`src/rtl/dbg_halt_ctrl_pkg.sv`:
```
`default_nettype none
// +----------------------------------------------------------------------+
// | dbg_pkg : shared types and defaults for the debug halt controller     |
// | Revision: 1.0                                                        |
// +----------------------------------------------------------------------+
package dbg_pkg;

  typedef enum logic [1:0] {
    RUN    = 2'd0,
    HALTED = 2'd1,
    STEP   = 2'd2
  } dbg_state_e;

  localparam logic [1:0] CAUSE_NONE   = 2'd0;
  localparam logic [1:0] CAUSE_EBREAK = 2'd1;
  localparam logic [1:0] CAUSE_EXT    = 2'd2;
  localparam logic [1:0] CAUSE_STEP   = 2'd3;

  localparam int DEF_CNT_W        = 16;
  localparam int DEF_STEP_TIMEOUT = 64;

endpackage
`default_nettype wire

```
`src/rtl/dbg_halt_ctrl_if.sv`:
```
`default_nettype none
// +----------------------------------------------------------------------+
// | dbg_halt_ctrl_if : pipeline/debug signals of the halt controller      |
// | Revision: 1.0                                                        |
// +----------------------------------------------------------------------+
interface dbg_halt_ctrl_if;
  logic       ebreak_req;
  logic       halt_req;
  logic       resume;
  logic       step;
  logic       id_advance;
  logic       retire;
  logic       ebreak;
  logic       halted;
  logic [1:0] halt_cause;
  logic       timeout_flag;
  logic       step_done;

  modport master (
    output ebreak_req, halt_req, resume, step, id_advance, retire,
    input  ebreak, halted, halt_cause, timeout_flag, step_done
  );

  modport slave (
    input  ebreak_req, halt_req, resume, step, id_advance, retire,
    output ebreak, halted, halt_cause, timeout_flag, step_done
  );
endinterface
`default_nettype wire

```
`src/rtl/dbg_halt_ctrl_sat_counter.sv`:
```
`default_nettype none
// +----------------------------------------------------------------------+
// | dbg_sat_counter : up counter that sticks at all-ones, sync clear      |
// | Revision: 1.0                                                        |
// +----------------------------------------------------------------------+
module dbg_sat_counter #(
  parameter int W = 16
) (
  input  logic         clk,
  input  logic         rst_n,
  input  logic         inc,
  input  logic         clear,
  output logic [W-1:0] count
);

  logic [W-1:0] count_q, count_d;

  always_comb begin
    count_d = count_q;
    if (clear) begin
      count_d = '0;
    end else if (inc && (count_q != {W{1'b1}})) begin
      count_d = count_q + W'(1);
    end
  end

  always_ff @(posedge clk or negedge rst_n) begin
    if (!rst_n) begin
      count_q <= '0;
    end else begin
      count_q <= count_d;
    end
  end

  assign count = count_q;

endmodule
`default_nettype wire

```
`src/rtl/dbg_halt_ctrl.sv`:
```
`default_nettype none
// +----------------------------------------------------------------------+
// | dbg_halt_ctrl : debug halt/resume/single-step controller driving the  |
// | pipeline freeze. Optional DBG_HALT_CYCLES_EN adds halt_cycles output. |
// | Revision: 1.0                                                        |
// +----------------------------------------------------------------------+
module dbg_halt_ctrl
  import dbg_pkg::*;
#(
  parameter int CNT_W        = DEF_CNT_W,
  parameter int STEP_TIMEOUT = DEF_STEP_TIMEOUT
) (
  input  logic             clk,
  input  logic             rst_n,
  dbg_halt_ctrl_if.slave   dbg,
  output logic [CNT_W-1:0] halt_count
`ifdef DBG_HALT_CYCLES_EN
  ,
  output logic [31:0]      halt_cycles
`endif
);

  localparam int               TMR_W    = 16;
  localparam logic [TMR_W-1:0] TMR_LAST = TMR_W'(STEP_TIMEOUT - 1);

  dbg_state_e       state_q, state_d;
  logic             skip_q, skip_d;
  logic [1:0]       cause_q, cause_d;
  logic             tflag_q, tflag_d;
  logic             step_done_q, step_done_d;
  logic             halted_q, halted_d;
  logic             enter_halt;
  logic             eb_hit;
  logic [TMR_W-1:0] timer;

  // The EBREAK that caused the halt is still sitting in ID; mask it until it moves on.
  assign eb_hit = dbg.ebreak_req && !skip_q;

  always_comb begin
    state_d     = state_q;
    skip_d      = skip_q;
    cause_d     = cause_q;
    tflag_d     = tflag_q;
    step_done_d = 1'b0;
    enter_halt  = 1'b0;

    if ((state_q != HALTED) && skip_q && dbg.id_advance) begin
      skip_d = 1'b0;
    end

    case (state_q)
      RUN: begin
        if (eb_hit) begin
          enter_halt = 1'b1;
          cause_d    = CAUSE_EBREAK;
          tflag_d    = 1'b0;
        end else if (dbg.halt_req) begin
          enter_halt = 1'b1;
          cause_d    = CAUSE_EXT;
          tflag_d    = 1'b0;
        end
      end
      HALTED: begin
        if (dbg.resume) begin
          state_d = RUN;
          skip_d  = 1'b1;
        end else if (dbg.step) begin
          state_d = STEP;
          skip_d  = 1'b1;
        end
      end
      STEP: begin
        if (dbg.retire) begin
          enter_halt  = 1'b1;
          cause_d     = CAUSE_STEP;
          tflag_d     = 1'b0;
          step_done_d = 1'b1;
        end else if (eb_hit) begin
          enter_halt = 1'b1;
          cause_d    = CAUSE_EBREAK;
          tflag_d    = 1'b0;
        end else if (timer == TMR_LAST) begin
          enter_halt = 1'b1;
          cause_d    = CAUSE_STEP;
          tflag_d    = 1'b1;
        end
      end
      default: begin
        state_d = RUN;
      end
    endcase

    if (enter_halt) begin
      state_d = HALTED;
    end
    halted_d = (state_d == HALTED);
  end

  always_ff @(posedge clk or negedge rst_n) begin
    if (!rst_n) begin
      state_q     <= RUN;
      skip_q      <= 1'b0;
      cause_q     <= CAUSE_NONE;
      tflag_q     <= 1'b0;
      step_done_q <= 1'b0;
      halted_q    <= 1'b0;
    end else begin
      state_q     <= state_d;
      skip_q      <= skip_d;
      cause_q     <= cause_d;
      tflag_q     <= tflag_d;
      step_done_q <= step_done_d;
      halted_q    <= halted_d;
    end
  end

  dbg_sat_counter #(.W(CNT_W)) u_halt_cnt (
    .clk   (clk),
    .rst_n (rst_n),
    .inc   (enter_halt),
    .clear (1'b0),
    .count (halt_count)
  );

  // Held at zero outside STEP, so every step starts from a fresh count.
  dbg_sat_counter #(.W(TMR_W)) u_step_tmr (
    .clk   (clk),
    .rst_n (rst_n),
    .inc   (state_q == STEP),
    .clear (state_q != STEP),
    .count (timer)
  );

`ifdef DBG_HALT_CYCLES_EN
  logic [31:0] halt_cycles_q, halt_cycles_d;

  always_comb begin
    halt_cycles_d = halt_cycles_q;
    if (halted_q) begin
      halt_cycles_d = halt_cycles_q + 32'd1;
    end
  end

  always_ff @(posedge clk or negedge rst_n) begin
    if (!rst_n) begin
      halt_cycles_q <= 32'd0;
    end else begin
      halt_cycles_q <= halt_cycles_d;
    end
  end

  assign halt_cycles = halt_cycles_q;
`endif

  assign dbg.ebreak       = (state_q == HALTED) || eb_hit;
  assign dbg.halted       = halted_q;
  assign dbg.halt_cause   = cause_q;
  assign dbg.timeout_flag = tflag_q;
  assign dbg.step_done    = step_done_q;

endmodule
`default_nettype wire

```
`src/flat_wrapper.sv`:
```
// flat-port wrapper written by rule: the top's interface ports become plain ports
module dbg_halt_ctrl_flat import dbg_pkg::*;
#(
  parameter int CNT_W        = DEF_CNT_W,
  parameter int STEP_TIMEOUT = DEF_STEP_TIMEOUT
)
  (clk, rst_n, halt_count, dbg_ebreak_req, dbg_halt_req, dbg_resume, dbg_step, dbg_id_advance, dbg_retire, dbg_ebreak, dbg_halted, dbg_halt_cause, dbg_timeout_flag, dbg_step_done);
  dbg_halt_ctrl_if dbg_i ();
  input  logic clk;
  input  logic rst_n;
  output logic [CNT_W-1:0] halt_count;
  input wire logic [$bits(dbg_i.ebreak_req)-1:0] dbg_ebreak_req;
  input wire logic [$bits(dbg_i.halt_req)-1:0] dbg_halt_req;
  input wire logic [$bits(dbg_i.resume)-1:0] dbg_resume;
  input wire logic [$bits(dbg_i.step)-1:0] dbg_step;
  input wire logic [$bits(dbg_i.id_advance)-1:0] dbg_id_advance;
  input wire logic [$bits(dbg_i.retire)-1:0] dbg_retire;
  output wire logic [$bits(dbg_i.ebreak)-1:0] dbg_ebreak;
  output wire logic [$bits(dbg_i.halted)-1:0] dbg_halted;
  output wire logic [$bits(dbg_i.halt_cause)-1:0] dbg_halt_cause;
  output wire logic [$bits(dbg_i.timeout_flag)-1:0] dbg_timeout_flag;
  output wire logic [$bits(dbg_i.step_done)-1:0] dbg_step_done;
  assign dbg_i.ebreak_req = dbg_ebreak_req;
  assign dbg_i.halt_req = dbg_halt_req;
  assign dbg_i.resume = dbg_resume;
  assign dbg_i.step = dbg_step;
  assign dbg_i.id_advance = dbg_id_advance;
  assign dbg_i.retire = dbg_retire;
  assign dbg_ebreak = dbg_i.ebreak;
  assign dbg_halted = dbg_i.halted;
  assign dbg_halt_cause = dbg_i.halt_cause;
  assign dbg_timeout_flag = dbg_i.timeout_flag;
  assign dbg_step_done = dbg_i.step_done;
  dbg_halt_ctrl #(.CNT_W(CNT_W), .STEP_TIMEOUT(STEP_TIMEOUT)) u_core (.clk(clk), .rst_n(rst_n), .dbg(dbg_i), .halt_count(halt_count));
endmodule
```
`config.mk`:
```
export PLATFORM = sky130hd
export DESIGN_NAME = dbg_halt_ctrl_flat
export DESIGN_NICKNAME = d
export VERILOG_FILES = /design/src/rtl/dbg_halt_ctrl_pkg.sv /design/src/rtl/dbg_halt_ctrl_if.sv /design/src/rtl/dbg_halt_ctrl_sat_counter.sv /design/src/rtl/dbg_halt_ctrl.sv /design/src/flat_wrapper.sv
export SDC_FILE = /design/constraint.sdc
export NUM_CORES = 1
export LEC_CHECK = 0
export ABC_AREA = 1
export CORE_UTILIZATION = 35
export CTS_BUF_LIST = sky130_fd_sc_hd__clkbuf_4 sky130_fd_sc_hd__clkbuf_8
export DETAILED_ROUTE_END_ITERATION = 10
export GPL_TIMING_DRIVEN = 1
export PLACE_DENSITY = 0.57
export SLEW_MARGIN = 20
export SYNTH_ARGS = -nofsm -noshare
export SYNTH_HDL_FRONTEND = slang
export SYNTH_SLANG_ARGS = --single-unit
```
`constraint.sdc`:
```
create_clock -name clk -period 1.5 [get_ports clk]
set_input_delay 0.3 -clock clk [delete_from_list [all_inputs] [get_ports clk]]
set_output_delay 0.3 -clock clk [all_outputs]
set_load 0.05 [all_outputs]
```
==> flow_metrics.tcl, run 1 <==
set metrics [dict create \
    status "finished, final reports clean" \
    wl_per_cell_um 13.4 \
    grt_pass1_wl_mm 10.8 \
    grt_pass1_vias 2311 \
    dieWidth_um 84.7 \
    fp-row-count 29 \
    r2r_end "u_core.u_halt_cnt.count[15]$_DFFE_PN0P_" \
    portBuffers 29 \
    drt-vias-per-instance 5.15 \
    cts-htree-levels 2 \
    vdd_drop_max_uv 515 \
    fin_area_mm2 0.00358 \
    grt_overflow 0 \
    die-area_mm2 0.00717 \
    cts_tree "yes" \
    firstDrtPassIters 6 \
    cts_buffers 5 \
    vias 2479 \
    synthToLayoutAreaGrowth_pct 49.6 \
    worst-r2r-cell-count 7 \
    postRouteWirelength_mm 6.46 \
    ys_seq_area_frac 0.418 \
    synthCells 332 \
    yosysTopAreaCell "dfrtp_1" \
    finalCriticalPeriod_ps 1470 \
    drtIter0Drc 114 \
    syn_area_mm2 0.00239 \
    synthTopCellsByArea "dfrtp_1, nand2_1, nand3_1, nor2_1, nand4_1" \
    fillers 588 \
    dpl_cell_area_mm2 0.00323 \
    antenna-diode-count 0 \
    relSlewSlack 0.680 \
    path_max_fanout 8 \
    ys.warnings.count 0 \
    leakagePower_nw 1.68 \
    fin_worst_skew_ps 12.3 \
    drc 0 \
    clk_pin_slew_ps 80 \
    ys_types 31 \
    rrSetupSlack_ps 30 \
    worstPathRequired_ps 1670 \
    die_h_um 84.7 \
    p_per_area_mw_per_mm2 1170 \
    critPathKind "register to register" \
    gr-usage-all-layers 0.189 \
    drv_cap 0 \
    syn-num-nets 342 \
    tightest_slew_ps 479 \
    fin_hold_ws_ps 494 \
    io_pins 30 \
    clock_path_buffers 2 \
    avgSynthCellArea_um2 7.21 \
    worstReg2RegStart "u_core.u_halt_cnt.count[0]$_DFFE_PN0P_" \
    yosys_register_bits 40 \
    start_util 0.370 \
    coreArea_mm2 0.00646 \
    report.final.slew_viol_count 0 \
    drive_gt1_frac 0.334 \
    fmax_ghz 0.681 \
    setup_violations 0 \
    grt_antenna_before_repair 0 \
    dp_hpwl_mm 4.64 \
    cts-root-buf "clkbuf_8" \
    cp.arrival_ps 1640 \
    post-synth-top-area-fraction 0.418 \
    postRouteAntennaNets 0 \
    endpoint_kind "register" \
    worstHoldPathType "input port to asynchronous set/reset pin" \
    cts_num_sinks 40 \
    clock_latency_ps 290 \
    finalHoldViolations 0 \
    grt_max_degree 22 \
    finalCritPeriodShare 0.979 \
    nNetsFinal 413 \
    rsz0062_at_grt "yes" \
    gp_congestion 0.931 \
    crit_path_start_kind "register" \
]
-- cell families (layout without fill, tap and decap cells) --
family / after synthesis / count (layout) / share of synthesized area
buf+inv: 38 / 109 / 0.0648
compound gates: 22 / 22 / 0.0534
simple gates: 223 / 224 / 0.427
flops: 40 / 40 / 0.418
xor+xnor: 7 / 7 / 0.0256
fa+ha+maj: 2 / 2 / 0.0105
-- Yosys cell counts, drive strengths merged --
library cell / count
clkinv: 1
a31o: 1
dfrtp: 40
nand3: 32
nand2: 117
nand4: 18
xor2: 5
o21ai: 12
o31ai: 3
a21oi: 2
ha: 2
nor3: 8
a31oi: 3
nand3b: 8
o21bai: 1
clkbuf: 1
or2: 2
inv: 30
nor2: 38
buf: 6
xnor2: 2
-- power by group --
part	switching, mW	internal, mW
sequential	0.187	1.24
clock	0.371	0.363
combinational	1.17	0.866
-- sequential cells by signal (all words and copies together) (netlist names) --
signal / flops
u_core.u_step_tmr.count: 16
u_core.state_q: 2
u_core.u_halt_cnt.count: 16
u_core.skip_q: 1
u_core.dbg.timeout_flag: 1
u_core.dbg.step_done: 1
u_core.dbg.halted: 1
u_core.dbg.halt_cause: 2
-- critical path, cell delays in order, from the launching register on --
cell	delay, ps
dfrtp_2	400
ha_4	170
nand3_4	100
inv_4	90
nand4_4	220
buf_6	220
nand3_1	80
nand2_1	60
-- cells in the final DEF, fill, tap and decap left out, drive strengths merged, types with 2 or more instances in the layout --
cell           count
nand2            117
buf               63
dfrtp             40
nor2              38
nand3             33
inv               30
nand4             18
o21ai             12
nand3b             8
nor3               8
clkbuf             7
clkdlybuf4s50      6
xor2               5
o31ai              3
a31oi              3
or2                2
xnor2              2
ha                 2
a21oi              2
clkinv             2
-- area by class of cell --
class / count / area, um^2 / area share
multi-input cells: 255 / 1410 / 0.393
flip-flops and latches: 40 / 1020 / 0.286
repair buffers: 70 / 846 / 0.236
inverters: 31 / 119 / 0.0332
well taps: 77 / 96.3 / 0.0269
clock buffers: 7 / 83.8 / 0.0234
clock inverters: 1 / 5.00 / 0.00140
-- metrics by stage --
step / TNS, ps / setup slack, ps / utilization / power, mW / cells
finish: 0 / 31.9 / 0.554 / 4.20 / 481
CTS: 0 / 1.95 / 0.526 / 4.13 / 473
global placement: -2370 / -179 / 0.500 / 3.28 / 461
global route: -372 / -61.3 / 0.554 / 4.42 / 481
floorplan: -153 / -16.7 / - / 2.44 / 332
detailed placement: -3310 / -165 / 0.500 / 3.30 / 461
-- per-layer routing --
layer | up-vias | global-route usage | wire length [um]
met5 | - | 0 | 0
met4 | 0 | 0.0493 | 59
met3 | 6 | 0.0324 | 209
met2 | 53 | 0.333 | 3260
met1 | 1185 | 0.240 | 2930
li1 | 1235 | - | -
-- worst max-delay path by stage --
stage	start	cells after the start	to	slack [ps]
6_report	u_core.u_halt_cnt.count[0]$_DFFE_PN0P_	7	u_core.u_halt_cnt.count[15]$_DFFE_PN0P_	30
3_3_place_gp	dbg_ebreak_req	9	u_core.dbg.halt_cause[1]$_DFFE_PN0P_	-180
5_1_grt	u_core.u_step_tmr.count[1]$_DFFE_PN0P_	8	u_core.u_step_tmr.count[10]$_DFFE_PN0P_	-60
3_5_place_dp	dbg_ebreak_req	9	u_core.dbg.halt_cause[1]$_DFFE_PN0P_	-170
4_1_cts	u_core.u_halt_cnt.count[1]$_DFFE_PN0P_	7	u_core.u_halt_cnt.count[10]$_DFFE_PN0P_	2
2_1_floorplan	u_core.u_halt_cnt.count[0]$_DFFE_PN0P_	8	u_core.u_halt_cnt.count[3]$_DFFE_PN0P_	-20
-- repair_timing --
item,in CTS,in global routing
hold buffers,1,0
endpoints found under the setup margin,31,30
setup buffers,2,8
hold endpoints to repair,19,0
cloned,1,0
pin swaps,3,17
resized for setup,9,42
Note: power is estimated with default switching activity, not from simulation.
==> inputs of run 2 (changes only) <==
Settings changed: CAP_MARGIN set to 15.
==> results of run 2 <==
Same layout as run 1: the final DEF is identical, and so are final timing and power.
